`config.mk`:
```
export PLATFORM = sky130hd
export DESIGN_NAME = mux_arbiter
export DESIGN_NICKNAME = d
export VERILOG_FILES = /design/src/rtl/mux_arbiter_pkg.sv /design/src/rtl/mux_arbiter_rr_pick.sv /design/src/rtl/mux_arbiter.sv
export SDC_FILE = /design/constraint.sdc
export NUM_CORES = 1
export LEC_CHECK = 0
export BUFFER_PORTS_ARGS = -buffer_cell sky130_fd_sc_hd__buf_2
export CAP_MARGIN = 10
export CELL_PAD_IN_SITES_DETAIL_PLACEMENT = 0
export CELL_PAD_IN_SITES_GLOBAL_PLACEMENT = 1
export CORE_UTILIZATION = 31
export CTS_BUF_LIST = sky130_fd_sc_hd__clkbuf_16
export CTS_CLUSTER_SIZE = 16
export DETAILED_ROUTE_END_ITERATION = 16
export PLACE_DENSITY = 0.69
export RECOVER_POWER = 25
export SLEW_MARGIN = 15
export SYNTH_ARGS = -nofsm -noshare
export SYNTH_HDL_FRONTEND = slang
export SYNTH_SLANG_ARGS = --single-unit
```
`constraint.sdc`:
```
create_clock -name clk -period 1.6 [get_ports clk]
set_input_delay 0.16 -clock clk [delete_from_list [all_inputs] [get_ports clk]]
set_output_delay 0.16 -clock clk [all_outputs]
set_load 0.01 [all_outputs]
```
`src/rtl/mux_arbiter_pkg.sv`:
```
// Shared types and constants for the round-robin mux arbiter.
// Holds the FSM state encoding, requester count and select type.
package mux_arbiter_pkg;

  localparam int N_REQ = 4;

  typedef logic [1:0] sel_t;

  typedef enum logic {
    IDLE = 1'b0,
    HOLD = 1'b1
  } state_t;

endpackage

```
`src/rtl/mux_arbiter_rr_pick.sv`:
```
// Combinational round-robin search: first set request bit at or after
// (last+1) mod 4, wrapping around; any flags that some request is set.
module rr_pick
  import mux_arbiter_pkg::*;
(
  input  logic [3:0] req,
  input  sel_t       last,
  output logic       any,
  output sel_t       idx
);

  sel_t cand;
  logic found;

  always_comb begin
    idx   = '0;
    cand  = '0;
    found = 1'b0;
    // Offset 4 wraps to last itself, so the previous winner is searched last.
    for (int k = 1; k <= 4; k++) begin
      cand = last + 2'(k);
      if (!found && req[cand]) begin
        idx   = cand;
        found = 1'b1;
      end
    end
  end

  assign any = |req;

endmodule

```
`src/rtl/mux_arbiter.sv`:
```
// Round-robin arbiter that registers the granted requester's word and
// holds it until downstream accepts, then pulses a one-hot ack.
module mux_arbiter
  import mux_arbiter_pkg::*;
#(
  parameter int DATA_W = 2
) (
  input  logic              clk,
  input  logic              rst_n,
  input  logic [N_REQ-1:0]  req,
  input  logic [DATA_W-1:0] a,
  input  logic [DATA_W-1:0] b,
  input  logic [DATA_W-1:0] c,
  input  logic [DATA_W-1:0] d,
  input  logic              out_ready,
  output logic              out_valid,
  output logic [DATA_W-1:0] out_data,
  output sel_t              cs,
  output logic [N_REQ-1:0]  ack
);

  state_t            state;
  sel_t              last_grant;
  sel_t              win;
  logic              any;
  logic [DATA_W-1:0] win_word;

  function automatic logic [N_REQ-1:0] onehot(input sel_t s);
    onehot    = '0;
    onehot[s] = 1'b1;
  endfunction

  rr_pick u_rr_pick (
    .req  (req),
    .last (last_grant),
    .any  (any),
    .idx  (win)
  );

  always_comb begin
    win_word = '0;
    case (win)
      2'd0:    win_word = a;
      2'd1:    win_word = b;
      2'd2:    win_word = c;
      default: win_word = d;
    endcase
  end

  // last_grant resets to 3 so requester 0 has first priority.
  always_ff @(posedge clk or negedge rst_n) begin
    if (!rst_n) begin
      state      <= IDLE;
      out_valid  <= 1'b0;
      out_data   <= '0;
      cs         <= '0;
      ack        <= '0;
      last_grant <= 2'd3;
    end else begin
      ack <= '0;
      case (state)
        IDLE: begin
          if (any) begin
            cs        <= win;
            out_data  <= win_word;
            out_valid <= 1'b1;
            state     <= HOLD;
          end
        end
        HOLD: begin
          // Held word survives request withdrawal and data changes.
          if (out_ready) begin
            ack        <= onehot(cs);
            last_grant <= cs;
            out_valid  <= 1'b0;
            state      <= IDLE;
          end
        end
        default: state <= IDLE;
      endcase
    end
  end

endmodule
```
==> impl_metrics.csv <==
group,metric,value,unit
final_layout,final_net_count,102,
detailed_routing,m1WireLength,707,um
logic_synthesis,synth_compound_area_frac,0.1697,
cts,clkTransAtPathRegs,0.05,ns
die,rows,15,
setup_path,cp-start-kind,"register",
setup_path,worstPathArrival,1.73,ns
final_layout,final_common_cell,"buf_2",
sta,relSlewSlack,0.5319,
logic_synthesis,ys_seq_area_frac,0.4949,
grt,grt_pass1_wl,2083,um
final_layout,fin_cells,111,
cts,cts_max_level,1,
setup_path,crit_chain,"mux2i_1, o22a_1, o21a_4, mux2_4, o211ai_2",
run,max_cap_viol_count,0,
power,sequentialPowerShare,0.364,
detailed_routing,remaining_drc_errors,0,
setup_path,crit_slowest_cell,"dfstp_2",
logic_synthesis,syn_nets,72,
grt,antenna_found_initial,0,
cts,cts-root-buf,"clkbuf_16",
logic_synthesis,synth.avg_cell_area,10.73,um^2
setup_path,cp_top_family,"flip-flops",
power,p_leak,0.4199,nW
cts,cts_sinks,12,
sta,hold_violations,0,
sta,drv_slew,0,
power,ir_drop,0.7296,mV
detailed_routing,via_per_inst,4.649,
grt,grt_max_degree,13,
worst_hold_path,hp-class,"input pin to register",
final_layout,antennaDiodeCount,0,
logic_synthesis,yosys_warnings,0,
logic_synthesis,synthCells,57,
logic_synthesis,synth_top_family_by_area,"simple AND/OR/NAND/NOR gates",
die,die_area,2155,um^2
final_layout,fin_util,0.4807,
detailed_routing,num_vias,516,
die,io_pins,24,
sta,tightestPinTransition,0.7022,ns
setup_path,critical_path_class,"register to register",
run_status,status,"finished clean",
sta,setup_tns,0,ns
cts,numCtsBuffers,3,
power,power,1.193,mW
final_layout,area_growth,40.08,%
detailed_routing,drt_iter0_markers,9,
sta,setup_viol,0,
sta,rsz0062_at_grt,"yes",
detailed_routing,dr_wl_met3,39,um
setup_path,critPathMaxStageDelay,0.58,ns
die,die_w,46.43,um
logic_synthesis,synth_area,611.8,um^2
setup_path,cp-end-kind,"register",
detailed_routing,routedWlPerCell,12.06,um
cts,clock_latency,0.24,ns
sta,fin_worst_skew,0.002448,ns
logic_synthesis,yosys.area_share.simple,0.2086,
final_layout,most-common-layout-cells,"22 x buf_2, 10 x dfrtp_1, 6 x nand3_1, 6 x nand2_1, 5 x nor2_1",
cts,cts_tree,"built",
power,p_sw,0.3380,mW
cts,cts.path.max_buffers,2,
sta,min_period_over_period,0.9776,
logic_synthesis,synth_cell_types,24,
sta,fmax,639.3,MHz
power,switching_share,0.2834,
setup_path,critPathBufInv,0,
detailed_routing,wl_met2,575,um
die,core_region_area,1783,um^2
placement,post-place-cells,106,
power,clkPwrFrac,0.387,
logic_synthesis,synth_fa_ha_area_frac,0,
detailed_routing,highest_layer,"met4",
power,internal-power,0.8547,mW
sta,period_needed,1.564,ns
power,combPwrFrac,0.249,
power,power-per-cell-area,1392,nW/um^2
die,die_y,46.43,um
grt,grt_overflow,0,
placement,gp_congestion,0.6787,
final_layout,drive_gt1_frac,0.4302,
die,initial_utilization,0.3432,
placement,dpl.hpwl,946.2,um
logic_synthesis,ys_seq_elements,12,
detailed_routing,antenna_left,0,
sta,setup_ws,0.03577,ns
grt,grt_pass1_vias,463,
detailed_routing,dr.pass1.iters,4,
logic_synthesis,synth_xor_area_frac,0,
placement,io_buffers,23,
setup_path,cp_max_fo,7,
grt,track_usage,0.1416,
detailed_routing,routed_wl,1339,um
logic_synthesis,synthMuxAreaShare,0.1145,
placement,dp_slack,0.04637,ns
setup_path,worst_ep_required_time,1.76,ns
[metrics by stage]
stage	hold slack [ns]	instance area, um^2
after CTS	0.1441	858.3
after detailed placement	0.05761	769.5
after global placement	0.05573	769.5
after global routing	0.1609	857.1
final	0.1495	857.1
after floorplan	-0.1356	611.8
[what timing repair did]
item | CTS | global route
setup buffers | 0 | 0
endpoints found under the hold margin | 10 | 0
setup endpoints to repair | 0 | 2
gates resized for setup | 0 | 0
hold buffers | 1 | 0
[synthesized netlist by cell type, drive strengths merged]
cell / n / area, um^2
dfrtp: 10 / 250.2
nand2: 6 / 22.52
nand3: 6 / 30.03
nor2: 6 / 25.03
mux2i: 4 / 40.04
nand2b: 4 / 25.02
o21ai: 3 / 15.01
dfstp: 2 / 52.55
mux2: 2 / 30.03
o211ai: 2 / 25.02
o21a: 2 / 22.52
a21boi: 1 / 7.510
a21o: 1 / 7.510
a21oi: 1 / 5.000
a31oi: 1 / 12.51
clkbuf: 1 / 3.750
inv: 1 / 3.750
nand3b: 1 / 7.510
nor3: 1 / 5.000
nor4: 1 / 12.51
o22a: 1 / 8.760
[worst register-to-register path: stages (launching register included)]
cell      delay (ns)
dfstp_2         0.58
mux2i_1         0.20
o22a_1          0.17
o21a_4          0.17
mux2_4          0.31
o211ai_2        0.07
[per-layer routing]
metal / global-route usage / up-vias
met5: 0 / -
met4: 0.05294 / 0
met3: 0.03529 / 2
met2: 0.2000 / 15
met1: 0.2054 / 240
li1: - / 259
[sequential cells by signal, summed over array words and instances (netlist names)]
register	cells
cs	2
last_grant	2
ack	4
out_valid	1
out_data	2
state	1
[power by group through the flow]
| stage | logic, mW | clock network, mW | registers, mW |
|---|---|---|---|
| 6_report | 0.298 | 0.461 | 0.434 |
| 5_1_grt | 0.329 | 0.479 | 0.442 |
| 4_1_cts | 0.301 | 0.465 | 0.435 |
| 3_5_place_dp | 0.297 | 0 | 0.438 |
| 3_3_place_gp | 0.297 | 0 | 0.436 |
| 2_1_floorplan | 0.169 | 0 | 0.446 |
[path summary, 6_finish.rpt]
path | start | to | slack, ns | depth (start not counted)
max in group asynchronous | rst_n | ack[3]$_DFF_PN0_ | 0.67 | 2
worst min-delay path | out_ready | state$_DFF_PN0_ | 0.15 | 2
worst min register to register | last_grant[0]$_DFFE_PN1P_ | last_grant[0]$_DFFE_PN1P_ | 0.48 | 2
worst max register to register | last_grant[1]$_DFFE_PN1P_ | out_data[1]$_DFFE_PN0P_ | 0.04 | 5
worst max-delay path | last_grant[1]$_DFFE_PN1P_ | out_data[1]$_DFFE_PN0P_ | 0.04 | 5
min in group asynchronous | rst_n | out_valid$_DFFE_PN0P_ | 0.48 | 2
[cells by family after synthesis]
logic type      Yosys count
buf+inv                   2
mux                       6
compound gates           12
flops                    12
simple gates             25
[layout make-up]
cell class / count / area (um^2)
multi-input combinational: 43 / 301.5
clock inverter: 1 / 3.754
tap: 25 / 31.28
sequential: 12 / 302.8
fill: 181 / 925.9
inverter: 1 / 3.754
timing repair buffer: 26 / 138.9
clock buffer: 3 / 75.07
Note: power is estimated with default switching activity, not from simulation.
